===== src/rtl/adder_bist_ctrl.sv =====
// adder_bist_ctrl: built-in self-test sequencer for a 32-bit adder.
// It drives 8 directed operand pairs, then NUM_RANDOM pairs from a Galois
// LFSR. Each pair is held for SETTLE_CYCLES cycles and is then compared
// once against the 33-bit reference sum. The sequencer counts the
// mismatches, and that count saturates.
// Optional build macro ADDER_BIST_FAIL_CAPTURE_EN: when it is defined, the
// block registers the first failing vector and its observed sum. When it is
// undefined, fail_a, fail_b and fail_sum are tied to zero.
module adder_bist_ctrl #(
    parameter int NUM_RANDOM    = 24,
    parameter int SETTLE_CYCLES = 2
) (
    input  logic        clk,
    input  logic        rst_n,
    input  logic        start,
    output logic [31:0] dut_a,
    output logic [31:0] dut_b,
    input  logic [32:0] dut_sum,
    output logic        busy,
    output logic        done,
    output logic        pass,
    output logic [15:0] err_count,
    output logic [31:0] fail_a,
    output logic [31:0] fail_b,
    output logic [32:0] fail_sum
);

    localparam int          NUM_VECTORS = 8 + NUM_RANDOM;
    localparam int          IDX_W       = $clog2(NUM_VECTORS + 1);
    localparam logic [31:0] LFSR_SEED   = 32'hACE1_2468;
    // x^32 + x^22 + x^2 + x + 1 in right-shifting Galois form
    localparam logic [31:0] LFSR_TAPS   = 32'h8020_0003;
    localparam logic [7:0]  SETTLE_LOAD = 8'(SETTLE_CYCLES - 1);

    typedef enum logic [1:0] {
        S_IDLE,
        S_SETTLE,
        S_CHECK,
        S_DONE
    } state_e;

    // Directed corner-case operands: {A, B}
    function automatic logic [63:0] directed_vec(input logic [2:0] idx);
        case (idx)
            3'd0:    return {32'h0000_0001, 32'h0000_0001};
            3'd1:    return {32'h7FFF_FFFF, 32'h0000_0001};
            3'd2:    return {32'hFFFF_FFFF, 32'h0000_0001};
            3'd3:    return {32'hFFFF_FFFF, 32'hFFFF_FFFF};
            3'd4:    return {32'h8000_0000, 32'h8000_0000};
            3'd5:    return {32'hA5A5_A5A5, 32'h5A5A_5A5A};
            3'd6:    return {32'hF0F0_F0F0, 32'h0F0F_0F0F};
            default: return {32'h0000_0000, 32'h0000_0000};
        endcase
    endfunction

    state_e             state_q, state_d;
    logic [IDX_W-1:0]   idx_q, idx_d;
    logic [7:0]         settle_q, settle_d;
    logic [31:0]        lfsr_q, lfsr_d;
    logic [31:0]        a_q, a_d;
    logic [31:0]        b_q, b_d;
    logic [15:0]        err_q, err_d;

    logic               start_run;
    logic               mismatch;
    logic               last_vec;
    logic [IDX_W-1:0]   next_idx;
    logic [31:0]        lfsr_adv;
    logic [32:0]        exp_sum;

    assign start_run = start && (state_q == S_IDLE || state_q == S_DONE);
    assign exp_sum   = {1'b0, a_q} + {1'b0, b_q};
    assign mismatch  = (state_q == S_CHECK) && (dut_sum != exp_sum);
    assign last_vec  = (idx_q == IDX_W'(NUM_VECTORS - 1));
    assign next_idx  = idx_q + IDX_W'(1);
    assign lfsr_adv  = lfsr_q[0] ? ((lfsr_q >> 1) ^ LFSR_TAPS) : (lfsr_q >> 1);

    // State and datapath registers
    always_ff @(posedge clk or negedge rst_n) begin
        // NOTE: state registers use non-blocking assignments so every register
        // samples the pre-edge value of every other, independent of order.
        if (!rst_n) begin
            state_q  <= S_IDLE;
            idx_q    <= '0;
            settle_q <= '0;
            lfsr_q   <= LFSR_SEED;
            a_q      <= '0;
            b_q      <= '0;
            err_q    <= '0;
        end else begin
            state_q  <= state_d;
            idx_q    <= idx_d;
            settle_q <= settle_d;
            lfsr_q   <= lfsr_d;
            a_q      <= a_d;
            b_q      <= b_d;
            err_q    <= err_d;
        end
    end

    // Next-state: launch, settle countdown, check-and-advance
    always_comb begin
        // NOTE: every signal gets a hold default first; a path that left one
        // unassigned would infer a latch.
        state_d  = state_q;
        idx_d    = idx_q;
        settle_d = settle_q;
        lfsr_d   = lfsr_q;
        a_d      = a_q;
        b_d      = b_q;
        err_d    = err_q;

        case (state_q)
            S_IDLE, S_DONE: begin
                if (start_run) begin
                    state_d    = S_SETTLE;
                    idx_d      = '0;
                    settle_d   = SETTLE_LOAD;
                    lfsr_d     = LFSR_SEED;
                    {a_d, b_d} = directed_vec(3'd0);
                    err_d      = '0;
                end
            end
            S_SETTLE: begin
                if (settle_q == 8'd0) begin
                    state_d = S_CHECK;
                end else begin
                    settle_d = settle_q - 8'd1;
                end
            end
            S_CHECK: begin
                if (mismatch && err_q != 16'hFFFF) begin
                    err_d = err_q + 16'd1;
                end
                if (last_vec) begin
                    state_d = S_DONE;
                end else begin
                    state_d  = S_SETTLE;
                    idx_d    = next_idx;
                    settle_d = SETTLE_LOAD;
                    if (next_idx < IDX_W'(8)) begin
                        {a_d, b_d} = directed_vec(next_idx[2:0]);
                    end else begin
                        lfsr_d = lfsr_adv;
                        a_d    = lfsr_adv;
                        b_d    = {lfsr_adv[18:0], lfsr_adv[31:19]};
                    end
                end
            end
            default: state_d = S_IDLE;
        endcase
    end

    assign dut_a     = a_q;
    assign dut_b     = b_q;
    assign busy      = (state_q == S_SETTLE) || (state_q == S_CHECK);
    assign done      = (state_q == S_DONE);
    assign pass      = done && (err_q == 16'd0);
    assign err_count = err_q;

`ifdef ADDER_BIST_FAIL_CAPTURE_EN
    logic [31:0] fail_a_q;
    logic [31:0] fail_b_q;
    logic [32:0] fail_sum_q;

    // First-mismatch capture, cleared by a new run
    always_ff @(posedge clk or negedge rst_n) begin
        if (!rst_n) begin
            fail_a_q   <= '0;
            fail_b_q   <= '0;
            fail_sum_q <= '0;
        end else if (start_run) begin
            fail_a_q   <= '0;
            fail_b_q   <= '0;
            fail_sum_q <= '0;
        end else if (mismatch && err_q == 16'd0) begin
            fail_a_q   <= a_q;
            fail_b_q   <= b_q;
            fail_sum_q <= dut_sum;
        end
    end

    assign fail_a   = fail_a_q;
    assign fail_b   = fail_b_q;
    assign fail_sum = fail_sum_q;
`else
    assign fail_a   = '0;
    assign fail_b   = '0;
    assign fail_sum = '0;
`endif

endmodule


===== config.mk =====
export PLATFORM = sky130hd
export DESIGN_NAME = adder_bist_ctrl
export DESIGN_NICKNAME = d
export VERILOG_FILES = /design/src/rtl/adder_bist_ctrl.sv
export SDC_FILE = /design/constraint.sdc
export NUM_CORES = 1
export LEC_CHECK = 0
export ABC_CLOCK_PERIOD_IN_PS = 4800
export CAP_MARGIN = 20
export CORE_ASPECT_RATIO = 1.75
export CORE_MARGIN = 1
export CORE_UTILIZATION = 50
export DETAILED_ROUTE_END_ITERATION = 8
export PLACE_DENSITY = 0.8
export SYNTH_ARGS = -nofsm -noshare
export SYNTH_HDL_FRONTEND = slang
export SYNTH_SLANG_ARGS = --single-unit
export TNS_END_PERCENT = 100

===== constraint.sdc =====
create_clock -name clk -period 4.8 [get_ports clk]
set_input_delay 0.72 -clock clk [delete_from_list [all_inputs] [get_ports clk]]
set_output_delay 0.72 -clock clk [all_outputs]
set_load 0.02 [all_outputs]

### After elaboration in Yosys (flattened, before gate mapping)

Cells that the tools add are included.

* logic and storage cells: 75
* register bits after elaboration: 128

* add/subtract/negate cells: 4
* reduce and logical (&&, ||, !) cells: 17
* muxes and demuxes: 27
* bitwise gates (word level): 1
* equal/unequal tests: 18
* $lt $le $gt $ge: 1

Operators with widths (number)
* 64-bit one-hot mux with 7 select lines: 1
* 32-bit 2-to-1 mux: 9
* 32-bit one-hot mux with 2 select lines: 3
* 32-bit by 32-bit adder with 33-bit output: 1
* 33-bit != test: 1
* 16-bit 2-to-1 mux: 2
* 16-bit one-hot mux with 2 select lines: 1
* 8-bit 2-to-1 mux: 3
* 8-bit one-hot mux with 3 select lines: 1
* 16-bit by 1-bit adder with 16-bit output, second input constant: 1
* 16-bit zero test: 1
* 16-bit != test, second input constant: 1
* 6-bit 2-to-1 mux: 2
* 2-bit != test, second input constant: 6
* 6-bit one-hot mux with 2 select lines: 1
* 3-bit == test, second input constant: 3
* 3-bit AND reduction: 3
* 8-bit zero test: 1
* 8-bit by 1-bit subtractor with 8-bit output, second input constant: 1
* 6-bit by 1-bit adder with 6-bit output, second input constant: 1
* 3-bit by 2-bit == test with 1-bit output, second input constant: 2
* 6-bit by 5-bit == test with 1-bit output, second input constant: 1
* 6-bit by 4-bit less-than comparator with 1-bit output, second input constant: 1
* 2-bit 2-to-1 mux: 3
* other kinds (13): 18

### Depth between registers and ports, before layout

Gate-level depths: netlist (run 1).

* word-level depth: 6
* gate-level depth with buffers: 14
* depth with buffers taken out: 12

### Worst setup path after synthesis (run 1)

Ideal clock, no wire load.

* path type: flip-flop to flip-flop
* from: register a_q[0] (netlist: dut_a[0])
* to: register err_q[0] (netlist: err_count[0])
* buffers on the path: 2
* stages on the path, launching flop included: 15
* arrival time: 3465 ps
* setup time: 146 ps
* slack: 1189 ps
* required time: 4654 ps
* clock period less this slack: 3611 ps
* cell sequence: dfrtp_1 -> ha_1 -> fa_1 -> a21o_1 -> a311o_1 -> nand2_1 -> nor2_1 -> or4b_1 -> nor4_1 -> nand4_1 -> or3_1 -> buf_2 -> buf_6 -> a41oi_2 -> a31oi_1

* cells in the longest elaborated chain, start to end: 6

Ends and longest elaborated chain
* start: declaration: RTL line 60 `logic [31:0] a_q, a_d;`
* start signal: assignment: RTL line 87 `a_q <= '0;`
* start signal: assignment: RTL line 95 `a_q <= a_d;`
* 32-bit by 32-bit adder with 33-bit output: RTL line 72 `assign exp_sum = {1'b0, a_q} + {1'b0, b_q};`
* 33-bit != test: RTL line 73 `assign mismatch = (state_q == S_CHECK) && (dut_sum != exp_sum);`
* 1-bit logical AND: RTL line 73
* 1-bit logical AND: RTL line 132 `if (mismatch && err_q != 16'hFFFF) begin`
* 2-bit != test (no line)
* 3-bit AND reduction (no line)
* end signal: assignment: RTL line 97 `err_q <= err_d;`
* end: declaration: RTL line 62 `logic [15:0] err_q, err_d;`

No other way between the ends.
A chain may end at the register's enable or synchronous reset.

### Final worst setup path (run 1)

* from: register a_q[0] (netlist: dut_a[0])
* to: register err_q[14] (netlist: err_count[14])

The elaborated chain is that of the path after synthesis.

==> results of run 1 <==
-- how the worst min path moves through the flow --
| stage | start | depth (start not counted) | end |
|---|---|---|---|
| after CTS | rst_n | 1 | err_count[1] |
| final | rst_n | 1 | err_count[2] |
| after global routing | rst_n | 1 | err_count[0] |
| after floorplan | rst_n | 0 | dut_a[0] |
| after global placement | dut_b[28] | 2 | dut_b[28] |
| after detailed placement | dut_b[28] | 2 | dut_b[28] |
-- registers in the layout, summed over array words and instances (netlist names) --
signal,cells
dut_a,32
dut_b,32
err_count,16
idx_q,6
lfsr_q,32
settle_q,8
state_q,2
-- report_power, final --
part	internal, mW	total [mW]	switching, mW
clock network	0.733	1.25	0.514
registers	1.08	1.08	0.00318
logic	0.0503	0.180	0.130
-- cell usage in the layout, fill, tap and decap left out, types with 31 or more instances in the layout --
cell type and instances:
o21ai_0 119, nor2_1 85, xnor2_1 31, clkdlybuf4s50_1 117, ha_1 49, conb_1 97, nor3_1 32, a21oi_1 66
nand2_1 155, dfrtp_1 115
-- routing by layer --
metal,global-route usage,part of all wire,up-vias
li1,-,-,4050
met2,0.6168,0.52,454
met4,0.2850,0.090,0
met3,0.05330,0.054,133
met5,0,0,-
met1,0.3269,0.33,4271
-- area by class of cell --
cell class | instances | area (um^2) | share of cell area
Clock buffer | 18 | 439.2 | 0.04008
Clock inverter | 14 | 133.9 | 0.01222
Inverter | 18 | 67.56 | 0.006166
Multi-Input combinational cell | 925 | 5483 | 0.5004
Sequential cell | 128 | 3219 | 0.2938
Tap cell | 234 | 292.8 | 0.02672
Timing Repair Buffer | 137 | 1321 | 0.1206
-- metrics by stage --
step | power, mW | util
after detailed placement | 1.281 | 0.5700
after global routing | 2.584 | 0.6014
after global placement | 1.281 | 0.5700
after floorplan | 1.266 | -
after CTS | 2.517 | 0.6014
final | 2.512 | 0.6014
-- critical path, stage by stage (launching register included) --
cell	delay, ns
dfrtp_1	0.40
ha_1	0.26
fa_1	0.44
xnor2_1	0.16
nor3_1	0.54
nand3_1	0.13
or4_1	0.58
nor4_1	0.29
nand4_1	0.17
or3_1	0.73
mux2i_1	0.22
a32o_1	0.28
-- cells by family (layout without fill, tap and decap cells) --
logic type,count (synthesis),in the layout,synth area share
other,1,97,0.0003996
buffers and inverters,175,187,0.1124
multiplexers,9,9,0.009867
XOR/XNOR,56,56,0.05227
adder cells (fa/ha/maj),50,50,0.06747
AO/OA/AOI/OAI,324,324,0.2204
AND/OR/NAND/NOR,389,389,0.1941
flip-flops,128,128,0.3431
==> flow_summary.yaml, run 1 <==
run_status:
  status: "completed"
timing:
  rsz0062_at_grt: "no"
  worst_pin_slew_ns: 1.057
  hold_ws_ns: 0.2842
  setup_viol: 0
  relSlewSlack: 0.2879
  max_freq_mhz: 231.7
  postLayoutSetupSlackWorst_ns: 0.4833
  fin_setup_tns_ns: 0
  hold_violations: 0
  fin_skew_ns: 0.01003
  final.min_clock_period_ns: 4.317
  fin_crit_sh: 0.8993
  drv_slew: 0
placed_design:
  port-buffer-count: 118
  placed_cells: 1442
  place_congestion: 1.039
  post-dp-hpwl_um: 25340
  place_area_um2: 10380
  pre_cts_ws_ns: 0.3681
finish:
  fillers: 1672
  final_cells: 1474
  antennaDiodeCount: 0
  nets: 1313
  drive_gt1_frac: 0.07016
  syn2layout_area_growth_pct: 16.76
  stdcell_area_um2: 10960
global_routing:
  grt_max_degree: 60
  grtUsageTotal: 0.3370
  grt_overflow: 0
  grt_first_pass_wirelength_um: 48560
  grt_pass1_vias: 8536
  antenna_found_initial: 0
pwr:
  ir_drop_mv: 0.2564
  power_density_nw_per_um2: 229.3
  leakagePower_nw: 4.653
logic_synthesis:
  syn_inst: 1132
  async_flop_share: 1.000
  syn_avg_cell_area_um2: 8.290
  synth-edff-count: 0
  synthTopCellsByArea: "dfrtp_1, buf_4, ha_1"
  synth_common_cells: "nand2_1, o21ai_0, dfrtp_1"
  yosys.area.top_type: "dfrtp_1"
  synth_seq_cells: 128
  synth_most_common_cell: "nand2_1"
  seq_area_frac_synth: 0.3431
  synth_area_um2: 9384
  synth_ff_type: "dfrtp_1"
  synth_top_area_frac: 0.3067
  synth_cell_types: 79
  synth-warning-count: 0
clock_network:
  ctsHoldBuffers: 0
  cts_root_buf: "clkbuf_16"
  ctsResizeCount: 0
  clk_latency_ns: 0.42
  cts_setup_buffers: 0
  cts_htree_levels: 4
  cts_tree: "done"
  cts_buffer_depth: 2
  cts_made_buffers: 17
  clkSinkCount: 128
  cts.clk_slew.worst_paths_ns: 0.06
floorplan:
  rows: 65
  die_w_um: 105.6
  core_um2: 18220
  pin_count: 216
  dieArea_um2: 19340
  start_util: 0.5151
  die_y_um: 183.2
worst_setup_path:
  crit_path_end: "err_count[14]"
  timing.rr.end: "err_count[14]"
  cp_max_fo: 15
  r2r_slack_ns: 0.48
  cp_data_required_time_ns: 5.11
  end_kind: "flip-flop"
  start_kind: "flip-flop"
  r2r_start: "dut_a[0]"
  crit_type: "reg -> reg"
  crit_start: "dut_a[0]"
  arrival_ns: 4.62
  ff2ff_path_depth: 11
route:
  drt_iter0_drc: 749
  vias: 8908
  finalWirelength_um: 32390
  antenna_left: 0
  wl_per_cell_um: 21.98
  drc_errors: 0
  dr.pass1.iters: 6
  via_per_inst: 6.043
run:
  drv_cap: 0
min_path:
  hold_class: "in -> async"
Power figures use the tool's default switching activity.
==> run 2: changes to the inputs <==
--- a/config.mk
+++ b/config.mk
@@ -11,6 +11,7 @@
 export CORE_MARGIN = 1
 export CORE_UTILIZATION = 50
 export DETAILED_ROUTE_END_ITERATION = 8
+export GPL_TIMING_DRIVEN = 0
 export PLACE_DENSITY = 0.8
 export SYNTH_ARGS = -nofsm -noshare
 export SYNTH_HDL_FRONTEND = slang
==> flow_summary.yaml, run 2 (synthesis gave the netlist of run 1 again) <==
placed_design:
  place_area_um2: 11250
  place_congestion: 0.9911
  post-dp-hpwl_um: 27350
  port-buffer-count: 118
global_routing:
  grt_overflow: 0
  grt_max_degree: 99
  grt_pass1_vias: 9373
  grt_first_pass_wirelength_um: 52030
  grtUsageTotal: 0.3599
  antenna_found_initial: 2
route:
  drt_iter0_drc: 674
  vias: 9430
  antenna_left: 0
  via_per_inst: 5.832
  finalWirelength_um: 34500
  dr.pass1.iters: 8
  wl_per_cell_um: 21.33
  drc_errors: 0
timing:
  drv_slew: 0
  final.min_clock_period_ns: 4.537
  fin_skew_ns: 0.01786
  fin_crit_sh: 0.9452
  max_freq_mhz: 220.4
  hold_ws_ns: 0.1343
  setup_viol: 0
  hold_violations: 0
  relSlewSlack: 0.1685
  rsz0062_at_grt: "no"
  worst_pin_slew_ns: 1.234
clock_network:
  cts_made_buffers: 25
  cts.clk_slew.worst_paths_ns: 0.05
  cts_setup_buffers: 0
  ctsHoldBuffers: 0
  cts_tree: "done"
  clkSinkCount: 128
  cts_htree_levels: 4
  ctsResizeCount: 0
  cts_buffer_depth: 3
  cts_root_buf: "clkbuf_16"
  clk_latency_ns: 0.47
worst_setup_path:
  r2r_start: "dut_a[0]"
  cp_data_required_time_ns: 5.18
  critical_path.max_stage_delay_ns: 0.53
  start_kind: "flip-flop"
  crit_chain: "ha_1, fa_1, a21o_1, a21oi_1, xnor2_1, o2111ai_1, or4_1, nor4_1, nand4_1, nor3_2, buf_2, o21ai_1, a31oi_1"
  end_kind: "flip-flop"
  critPathTopFamily: "simple AND/OR/NAND/NOR gates"
  crit_start: "dut_a[0]"
  critPathBufInv: 1
  arrival_ns: 4.91
  worst_path_max_delay_cell: "nor3_2"
  crit_type: "reg -> reg"
  cp_max_fo: 10
pwr:
  power_density_nw_per_um2: 238.0
  clkPwrFrac: 0.535
  leakagePower_nw: 5.332
  ir_drop_mv: 0.2415
  switchingPower_mw: 0.6479
  power.internal_mw: 2.204
  pwr-share-comb: 0.084
  p_sw_frac: 0.2272
  seqPwrFrac: 0.381
floorplan:
  die_w_um: 105.6
  dieArea_um2: 19340
  die_y_um: 183.2
  rows: 65
  core_um2: 18220
  pin_count: 216
  start_util: 0.5151
run:
  drv_cap: 0
finish:
  final_cell_mix: "nand2_1, o21ai_0, clkdlybuf4s50_1"
  drive_gt1_frac: 0.1310
  fillers: 1541
  stdcell_area_um2: 11980
  syn2layout_area_growth_pct: 27.68
  layout_commonest_cell: "nand2_1"
  nets: 1462
min_path:
  hold_class: "in -> async"
run_status:
  status: "completed"
==> run 2: worst reg2reg max path: cells and delay by family, from the launching register on <==
kind	cells	cell delay, ns
AOI/OAI and AO/OA	5	0.92
xor gates and xnor gates	1	0.29
adders and majority gates	2	0.73
buffers and inverters	1	0.35
DFF	1	0.47
and+or+nand+nor	4	1.70
==> run 2: per-stage QoR <==
stage | setup TNS, ns | total power [mW] | cells | setup slack, ns | utilization
2_1_floorplan | 0 | 1.266 | 1228 | 1.189 | -
3_3_place_gp | -221.98 | 1.337 | 1580 | -1.905 | 0.6158
3_5_place_dp | 0 | 1.339 | 1581 | 0.2890 | 0.6174
4_1_cts | 0 | 2.849 | 1614 | 0.3335 | 0.6567
5_1_grt | 0 | 2.913 | 1616 | 0.08026 | 0.6576
6_report | 0 | 2.852 | 1617 | 0.2631 | 0.6577
==> run 2: final timing paths <==
check | endpoint | slack (ns) | cells past startpoint
min in group clk | settle_q[0] | 0.52 | 1
hold / removal | err_count[2] | 0.13 | 1
setup / recovery | err_count[0] | 0.26 | 13
max in group asynchronous | lfsr_q[16] | 3.86 | 2
hold reg to reg | settle_q[0] | 0.52 | 1
setup reg to reg | err_count[0] | 0.26 | 13
==> run 2: power groups by stage <==
| stage | logic [mW] | clock network, mW | registers, mW |
|---|---|---|---|
| 2_1_floorplan | 0.162 | 0 | 1.10 |
| 3_3_place_gp | 0.233 | 0 | 1.10 |
| 3_5_place_dp | 0.236 | 0 | 1.10 |
| 4_1_cts | 0.237 | 1.53 | 1.09 |
| 5_1_grt | 0.258 | 1.57 | 1.09 |
| 6_report | 0.241 | 1.52 | 1.09 |
==> run 2: final cells by class <==
type                    count  area, um^2  share of cell area
well taps                 234       292.8             0.02444
inverters                  18       67.56            0.005639
repair buffers            121        1225              0.1022
multi-input cells         925        5470              0.4566
diodes                      1       2.502           0.0002089
flip-flops and latches    128        3219              0.2687
plain buffers             157       987.2             0.08239
clock buffers              32       711.9             0.05942
clock inverters             1       5.005           0.0004177
==> run 2: layer usage <==
| metal | vias up | track usage | share of wire |
|---|---|---|---|
| met2 | 454 | 0.6703 | 0.52 |
| met5 | - | 0 | 0.00070 |
| li1 | 4351 | - | - |
| met3 | 184 | 0.04975 | 0.047 |
| met4 | 4 | 0.3428 | 0.11 |
| met1 | 4437 | 0.3281 | 0.32 |
==> run 3: changes to the inputs <==
--- a/config.mk
+++ b/config.mk
@@ -8,11 +8,12 @@
 export ABC_CLOCK_PERIOD_IN_PS = 4800
 export CAP_MARGIN = 20
 export CORE_ASPECT_RATIO = 1.75
-export CORE_MARGIN = 1
+export CORE_MARGIN = 5
 export CORE_UTILIZATION = 50
 export DETAILED_ROUTE_END_ITERATION = 8
 export GPL_TIMING_DRIVEN = 0
 export PLACE_DENSITY = 0.8
+export SLEW_MARGIN = 40
 export SYNTH_ARGS = -nofsm -noshare
 export SYNTH_HDL_FRONTEND = slang
 export SYNTH_SLANG_ARGS = --single-unit
==> flow_summary.yaml, run 3 (synthesis gave the netlist of run 1 again) <==
run_status:
  status: "completed"
global_routing:
  grt_first_pass_wirelength_um: 54130
  grt_max_degree: 75
  grtUsageTotal: 0.3244
  antenna_found_initial: 0
  grt_overflow: 0
  grt_pass1_vias: 9677
worst_setup_path:
  end_kind: "flip-flop"
  critPathBufInv: 2
  cp_data_required_time_ns: 5.13
  crit_path_frequent_cell: "buf_2"
  critPathTopFamily: "compound AO/OA/AOI/OAI gates"
  r2r_start: "dut_b[8]"
  worst_path_max_delay_cell: "a211oi_1"
  crit_type: "reg -> reg"
  start_kind: "flip-flop"
  critical_path.max_stage_delay_ns: 0.57
  crit_chain: "ha_1, buf_2, a21oi_1, o21ai_0, nor2_1, a211oi_1, o211ai_1, a2111oi_0, nand3_1, nor3_2, buf_2, nor3_1, o22a_1"
  crit_start: "dut_b[8]"
  arrival_ns: 4.91
  cp_max_fo: 10
floorplan:
  die_w_um: 113.6
  die_y_um: 191.2
  rows: 66
  pin_count: 216
  core_um2: 18580
  dieArea_um2: 21720
  start_util: 0.5051
run:
  drv_cap: 0
pwr:
  leakagePower_nw: 5.316
  ir_drop_mv: 0.2213
  seqPwrFrac: 0.390
  switchingPower_mw: 0.6368
  power_density_nw_per_um2: 232.4
  p_sw_frac: 0.2290
  pwr-share-comb: 0.087
  power.internal_mw: 2.144
  clkPwrFrac: 0.522
route:
  vias: 9441
  wl_per_cell_um: 21.88
  finalWirelength_um: 35400
  via_per_inst: 5.835
  drc_errors: 0
  drt_iter0_drc: 553
  antenna_left: 0
  dr.pass1.iters: 5
timing:
  fin_setup_tns_ns: 0
  hold_violations: 0
  fin_skew_ns: 0.01919
  drv_slew: 0
  setup_viol: 0
  postLayoutSetupSlackWorst_ns: 0.2204
  worst_pin_slew_ns: 0.8219
  fin_crit_sh: 0.9541
  final.min_clock_period_ns: 4.580
  rsz0062_at_grt: "no"
  max_freq_mhz: 218.4
  relSlewSlack: 0.4484
placed_design:
  port-buffer-count: 118
  place_congestion: 0.9897
  post-dp-hpwl_um: 28540
  place_area_um2: 11270
  pre_cts_ws_ns: 0.1277
clock_network:
  clkSinkCount: 128
  cts_tree: "done"
  cts_buffer_depth: 3
  clk_latency_ns: 0.46
  ctsHoldBuffers: 0
  cts.clk_slew.worst_paths_ns: 0.05
  cts_root_buf: "clkbuf_16"
  cts_made_buffers: 25
  ctsResizeCount: 0
  cts_htree_levels: 4
  cts_setup_buffers: 0
finish:
  syn2layout_area_growth_pct: 27.53
  final_cell_mix: "nand2_1, clkdlybuf4s50_1, o21ai_0, dfrtp_1, buf_4"
  antennaDiodeCount: 0
  layout_commonest_cell: "nand2_1"
  drive_gt1_frac: 0.1326
  nets: 1460
  fillers: 1577
  stdcell_area_um2: 11970
min_path:
  hold_class: "in -> async"
[run 3: layout make-up]
| class | count | area [um^2] | area share |
|---|---|---|---|
| clock buffer | 29 | 660.6 | 0.05520 |
| clock inverter | 4 | 20.02 | 0.001673 |
| timing repair buffer | 119 | 1214 | 0.1014 |
| inverter | 18 | 67.56 | 0.005646 |
| buffer | 157 | 987.2 | 0.08249 |
| tap | 238 | 297.8 | 0.02488 |
| sequential | 128 | 3219 | 0.2690 |
| multi-input combinational | 925 | 5502 | 0.4597 |
[run 3: routing by layer]
metal / global-route usage / vias up / wire length [um]
met5: 0 / - / 0
met4: 0.2975 / 0 / 4017
met3: 0.05480 / 163 / 2168
met2: 0.5831 / 472 / 18070
met1: 0.3055 / 4455 / 11140
li1: - / 4351 / -
[run 3: worst paths after layout]
path                            endpoint  slack [ns]  cells after the start
setup / recovery           err_count[15]        0.22                     13
hold / removal              err_count[2]        0.22                      1
setup reg to reg           err_count[15]        0.22                     13
hold reg to reg                dut_b[30]        0.52                      2
max in group asynchronous     lfsr_q[13]        3.83                      2
min in group clk               dut_b[30]        0.52                      2
[run 3: power by group through the flow]
stage	Combinational, mW	Clock, mW	Sequential [mW]
3_3_place_gp	0.234	0	1.10
2_1_floorplan	0.162	0	1.10
4_1_cts	0.238	1.46	1.09
5_1_grt	0.261	1.50	1.09
6_report	0.243	1.45	1.09
3_5_place_dp	0.237	0	1.10
[run 3: metrics by stage]
stage               utilization  instances  hold WS (ns)  total power [mW]
global placement         0.6040       1584        0.4958             1.338
detailed placement       0.6065       1585        0.5097             1.340
floorplan                     -       1228        0.4244             1.266
CTS                      0.6431       1618        0.2403             2.785
global route             0.6441       1618        0.2507             2.851
finish                   0.6441       1618        0.2181             2.781
